==> src/rtl/alu_op_sequencer.sv <==
// alu_op_sequencer: issues one 8085 ALU opcode at a time, staging the second operand from regfile or memory
module alu_op_sequencer #(
    parameter int         MEM_TIMEOUT = 16,
    parameter logic [7:0] APPROX_OPC  = 8'h08,
    parameter logic [6:0] ACC_RESET   = 7'd64
) (
    input  logic       clk,
    input  logic       rst,
    input  logic       instr_valid,
    input  logic [7:0] instr,
    output logic       instr_ready,
    output logic       reg_oe,
    output logic [2:0] reg_sel,
    output logic       mem_rd,
    output logic       mem_imm,
    input  logic       mem_rdy,
    output logic       tmp_we,
    output logic       cs,
    output logic [4:0] op,
    input  logic       cfg_we,
    input  logic [6:0] cfg_data,
    output logic [6:0] accuracy,
    output logic       busy,
    output logic       done,
    output logic       err
);
    typedef enum logic [2:0] {IDLE, LDREG, FETCH, EXEC, FIN} state_t;
    localparam int CW = $clog2(MEM_TIMEOUT + 1);
    state_t        state, dec_state;
    logic [CW-1:0] cnt;
    logic [4:0]    alu_op, dec_op;
    logic [2:0]    dec_sel;
    logic          tmp_q;
    assign instr_ready = state == IDLE;
    assign busy        = state != IDLE;
    // memory write into tmp must coincide with the byte actually being on the bus
    assign tmp_we      = tmp_q | (mem_rd & mem_rdy);
    assign op          = cs ? alu_op : 5'd0;
    // decode straight to the first state after accept; FIN here means illegal
    always_comb begin
        dec_state = FIN;
        dec_op    = {2'b00, instr[5:3]};
        dec_sel   = instr[2:0];
        if (instr == APPROX_OPC) begin
            dec_state = LDREG;
            dec_op    = 5'b10010;
            dec_sel   = 3'b000;
        end else if (instr[7:6] == 2'b10)
            dec_state = instr[2:0] == 3'b110 ? FETCH : LDREG;
        else if (instr[7:6] == 2'b11 && instr[2:0] == 3'b110)
            dec_state = FETCH;
        else if (instr == 8'h3C || instr == 8'h3D) begin
            dec_state = EXEC;
            dec_op    = {4'b1000, instr[0]};
        end else if (instr[7:6] == 2'b00 && instr[2:0] == 3'b111 && instr[5:3] != 3'b100) begin
            dec_state = EXEC;
            dec_op    = {2'b01, instr[5:3]};
        end
    end
    always_ff @(posedge clk or negedge rst) begin
        if (!rst) begin
            state    <= IDLE;
            cnt      <= '0;
            alu_op   <= '0;
            tmp_q    <= 1'b0;
            reg_oe   <= 1'b0;
            reg_sel  <= '0;
            mem_rd   <= 1'b0;
            mem_imm  <= 1'b0;
            cs       <= 1'b0;
            done     <= 1'b0;
            err      <= 1'b0;
            accuracy <= ACC_RESET;
        end else begin
            tmp_q  <= 1'b0;
            reg_oe <= 1'b0;
            cs     <= 1'b0;
            done   <= 1'b0;
            err    <= 1'b0;
            if (cfg_we && state == IDLE) accuracy <= cfg_data;
            case (state)
                IDLE: if (instr_valid) begin
                    state   <= dec_state;
                    alu_op  <= dec_op;
                    reg_sel <= dec_sel;
                    mem_imm <= instr[6];
                    cnt     <= '0;
                    reg_oe  <= dec_state == LDREG;
                    tmp_q   <= dec_state == LDREG;
                    mem_rd  <= dec_state == FETCH;
                    cs      <= dec_state == EXEC;
                    done    <= dec_state == FIN;
                    err     <= dec_state == FIN;
                end
                LDREG: begin
                    state <= EXEC;
                    cs    <= 1'b1;
                end
                FETCH: if (mem_rdy) begin
                    state  <= EXEC;
                    mem_rd <= 1'b0;
                    cs     <= 1'b1;
                end else if (cnt == CW'(MEM_TIMEOUT - 1)) begin
                    state  <= FIN;
                    mem_rd <= 1'b0;
                    done   <= 1'b1;
                    err    <= 1'b1;
                end else
                    cnt <= cnt + 1'b1;
                EXEC: begin
                    state <= FIN;
                    done  <= 1'b1;
                end
                default: state <= IDLE;
            endcase
        end
    end
endmodule
==> config.mk <==
export PLATFORM = sky130hd
export DESIGN_NAME = alu_op_sequencer
export DESIGN_NICKNAME = d
export VERILOG_FILES = /design/src/rtl/alu_op_sequencer.sv
export SDC_FILE = /design/constraint.sdc
export NUM_CORES = 1
export LEC_CHECK = 0
export ABC_AREA = 0
export CORE_MARGIN = 2
export CORE_UTILIZATION = 45
export DETAILED_ROUTE_END_ITERATION = 12
export PLACE_DENSITY_LB_ADDON = 0.1
export RECOVER_POWER = 50
export SLEW_MARGIN = 20
export SYNTH_ARGS = -nofsm -noshare
export SYNTH_HDL_FRONTEND = slang
export SYNTH_SLANG_ARGS = --single-unit
==> constraint.sdc <==
create_clock -name clk -period 2.4 [get_ports clk]
set_clock_uncertainty 0.1 [all_clocks]
set_input_delay 0.24 -clock clk [delete_from_list [all_inputs] [get_ports clk]]
set_output_delay 0.24 -clock clk [all_outputs]
set_load 0.01 [all_outputs]
=== After elaboration in Yosys (flattened, before gate mapping) ===
Index checks and enable logic that the tools add are counted.

* Register bits: 29
* Input port bits: 20
* Output and inout port bits: 24
* Logic and storage cells: 82

* Bitwise gates (word level): 2
* Muxes and demuxes: 35
* Reductions and logical operators: 13
* Equality and inequality tests: 20
* Add/subtract/negate cells: 1

{| class="wikitable"
|+ Operators with widths
! cell !! number
|-
| $mux 5 || 8
|-
| $mux 3 || 9
|-
| $eq 8x6->1 const B || 2
|-
| $eq 3x2->1 const B || 4
|-
| $pmux 3 s4 || 1
|-
| $mux 1 || 10
|-
| $pmux 5 s2 || 1
|-
| $eq 3x3->1 const B || 3
|-
| $eq 8x4->1 const B || 1
|-
| $eq 3x1->1 const B || 2
|-
| $ne 2x2->1 const B || 3
|-
| $ne 3x3->1 const B || 2
|-
| $pmux 1 s3 || 2
|-
| $add 5x1->5 const B || 1
|-
| $eq 5x4->1 const B || 1
|-
| $eq 2x2->1 const B || 2
|-
| $logic_and 1x1->1 || 4
|-
| $mux 4 || 1
|-
| $pmux 1 s2 || 2
|-
| $reduce_and 2->1 || 2
|-
| $reduce_and 4->1 || 1
|-
| $logic_not 3->1 || 1
|-
| $reduce_and 3->1 || 1
|-
| $reduce_bool 3->1 || 1
|-
| other kinds (6) || 6
|}

=== Logic depth before layout (Yosys ltp) ===
* Depth after elaboration: 11
* Mapped depth: 7
* Mapped depth without buffers: 7

=== Worst setup path after synthesis ===
Ideal clock, no wire load.

* Path kind: reg2reg
* From: register cnt[0]
* To: register cnt[3]
* Stages on the path, launching flop included: 8
* Clock period less this slack: 1969 ps
* Slack: 431 ps
* Arrival: 1803 ps
* Cell sequence: dfrtp_1 > ha_1 > and3_1 > ha_1 > nor3b_4 > o21ai_2 > or4_1 > nand2_1

* Longest elaborated chain between the ends: 4

{| class="wikitable"
|+ RTL lines
! item !! RTL line !! RTL
|-
| start: declaration || 30 || <nowiki>logic [CW-1:0] cnt;</nowiki>
|-
| start signal: assignment || 109 || <nowiki>cnt <= cnt + 1'b1;</nowiki>
|-
| $add 5x1->5 || 109 ||
|-
| $mux 5 || 103 || <nowiki>end else if (cnt == CW'(MEM_TIMEOUT - 1)) begin</nowiki>
|-
| $mux 5 || 99 || <nowiki>FETCH: if (mem_rdy) begin</nowiki>
|-
| $pmux 5 s2 || 81 || <nowiki>case (state)</nowiki>
|}

Parallel ways exist; a longest one is shown, timed or not. The select of a mux whose other input is x is not followed.
A chain may end at the register's enable or synchronous reset.

=== Worst setup path in the final report ===
Same ends and word-level chain as after synthesis.

==> flow_summary.json <==
{
  "cts_tree": "done",
  "tightest_slew_ps": 1550,
  "fmax_mhz": 466,
  "worstPathMaxFanout": 5,
  "p_leak_nw": 0.878,
  "rsz0062_at_grt": "false",
  "cts-buffers-inserted": 5,
  "worstSetupStartpointType": "register",
  "clockBufferDepth": 2,
  "dp_cells": 225,
  "clk_latency_ps": 320,
  "synth_enable_flop_cells": 0,
  "layout_common_cells": "30 x clkdlybuf4s50_1, 28 x dfrtp_1, 23 x nand2_1",
  "endpoint_kind": "register",
  "dieArea_um2": 3680,
  "die_y_um": 60.6,
  "grt_pass1_vias": 1187,
  "route.detailed.drc": 0,
  "syn_to_final_growth_pct": 35.9,
  "antenna_found_initial": 0,
  "syn_area_um2": 1440,
  "max_slew_margin_pct": -3.05,
  "grt_overflow": 0,
  "fin_ws_ps": 252,
  "gp_congestion": 0.843,
  "first_pass_iters": 4,
  "hold_path.class": "register to register",
  "avgRoutedWirePerCell_um": 13.7,
  "maxCapViolCount": 1,
  "avgSynthCellArea_um2": 10.2,
  "period_minus_slack_ps": 2150,
  "finalSetupViolCount": 0,
  "cts_resized": 0,
  "grt_max_degree": 30,
  "drive_above_1_share_pct": 12.2,
  "syn_inst": 142,
  "grt_use_total_pct": 19.4,
  "ys.flop_type": "dfrtp_1",
  "grt_pass1_wl_mm": 5.13,
  "layoutNonFillerInstCount": 233,
  "pwr_density_cell_nw_per_um2": 1050,
  "synth_cell_types": 45,
  "start_util_pct": 47.3,
  "critPathRequiredTime_ps": 2570,
  "die_x_um": 60.6,
  "clock-root-buffer": "clkbuf_4",
  "path_clk_slew_ps": 90,
  "cts_setup_buffers": 0,
  "path_class": "register to register",
  "syn_nets": 164,
  "hold_buffers": 0,
  "ys_warn_count": 0,
  "async_flop_share_pct": 100,
  "nets": 210,
  "io_pins": 44,
  "viasPerCell": 5.28,
  "portBuffers": 43,
  "yosysSeqAreaShare_pct": 50.3,
  "row_count": 20,
  "setup_tns_ps": 0,
  "fin_crit_sh_pct": 89.5,
  "cp.arrival_ps": 2310,
  "antenna_left": 0,
  "ir_drop_v": 0.000563,
  "drv_slew": 30,
  "diodes": 0,
  "design_area_um2": 1960,
  "dp_hpwl_mm": 2.37,
  "totalWireLength_mm": 3.20,
  "outcome": "finished, violations left",
  "pre_cts_ws_ps": 304,
  "vias": 1230,
  "initialDrtViolationCount": 31,
  "synth-seq-cells": 29,
  "failed_checks": "capacitance limit, slew limit",
  "clock_sinks": 29,
  "hold_violations": 0,
  "mostFrequentLayoutCell": "clkdlybuf4s50_1",
  "placed_area_um2": 1910,
  "h-tree-depth": 2,
  "core_um2": 3050
}
[sequential cells by signal, indices dropped and copies added, names as in the netlist]
register and flops:
mem_rd 1, mem_imm 1, alu_op 5, tmp_q 1, err 1, state 3, cnt 5, done 1
accuracy 7, reg_sel 3, cs 1
[path summary, 6_finish.rpt]
check,start,endpoint,slack (ps),cells after the start
min,alu_op[0],alu_op[0],370,2
max,cnt[0],cnt[3],250,7
min reg2reg,alu_op[0],alu_op[0],370,2
min in group asynchronous,rst,cnt[4],720,2
max in group asynchronous,rst,accuracy[0],590,2
max reg2reg,cnt[0],cnt[3],250,7
[routing by layer]
layer | vias up | wire, µm | track usage [%]
met5 | - | 0 | 0
met4 | 0 | 55 | 9.32
met2 | 47 | 1540 | 32.3
li1 | 592 | - | -
met3 | 8 | 251 | 6.82
met1 | 583 | 1360 | 22.2
[cells in the mapped netlist, types with 3 or more instances]
| cell | number | area, µm² |
|---|---|---|
| a21o_1 | 3 | 22.5 |
| a21oi_1 | 4 | 20.0 |
| a22o_1 | 3 | 26.3 |
| and2_1 | 6 | 37.5 |
| dfrtp_1 | 28 | 701 |
| inv_1 | 6 | 22.5 |
| mux2_2 | 7 | 78.8 |
| nand2_1 | 23 | 86.3 |
| nor2_1 | 9 | 33.8 |
| nor3_1 | 4 | 20.0 |
| o21ai_0 | 5 | 25.0 |
| o22ai_1 | 3 | 18.8 |
[area by class of cell]
type	count	area (µm²)
inverter	6	22.5
multi-input combinational	102	664
fill	271	1090
clock buffer	8	58.8
tap	44	55.1
sequential	29	727
timing repair buffer	44	434
[cells by family (layout without fill, tap and decap cells)]
group                      Yosys count  count (layout)  synth area share (%)
and+or+nand+nor                     63              63                  24.6
AOI/OAI and AO/OA                   29              29                  13.6
DFF                                 29              29                  50.3
buffers and inverters               11              58                  3.64
muxes                                7               7                  5.46
adders and majority gates            2               2                  1.73
xor gates and xnor gates             1               1                 0.607
[through the flow]
step / utilization (%) / hold slack, ps / total power [mW]
detailed placement: 62.5 / 357 / 1.81
global placement: 62.5 / 359 / 1.78
floorplan: - / -156 / 1.35
finish: 64.3 / 372 / 2.06
CTS: 64.4 / 186 / 2.12
global route: 64.3 / 411 / 2.22
[report_power, final]
part	switching, mW	leakage [nW]	total [mW]	internal [mW]
Clock	0.163	0.0326	0.307	0.144
Sequential	0.132	0.366	0.819	0.687
Combinational	0.432	0.480	0.936	0.504
[critical path, cell delays in order, from the launching register on]
cell and delay (ps):
dfrtp_1 420, ha_1 230, and3_1 150, ha_1 250
nor3b_4 250, o21ai_2 130, or4_1 470, nand2_1 80
Note: power is estimated with default switching activity, not from simulation.
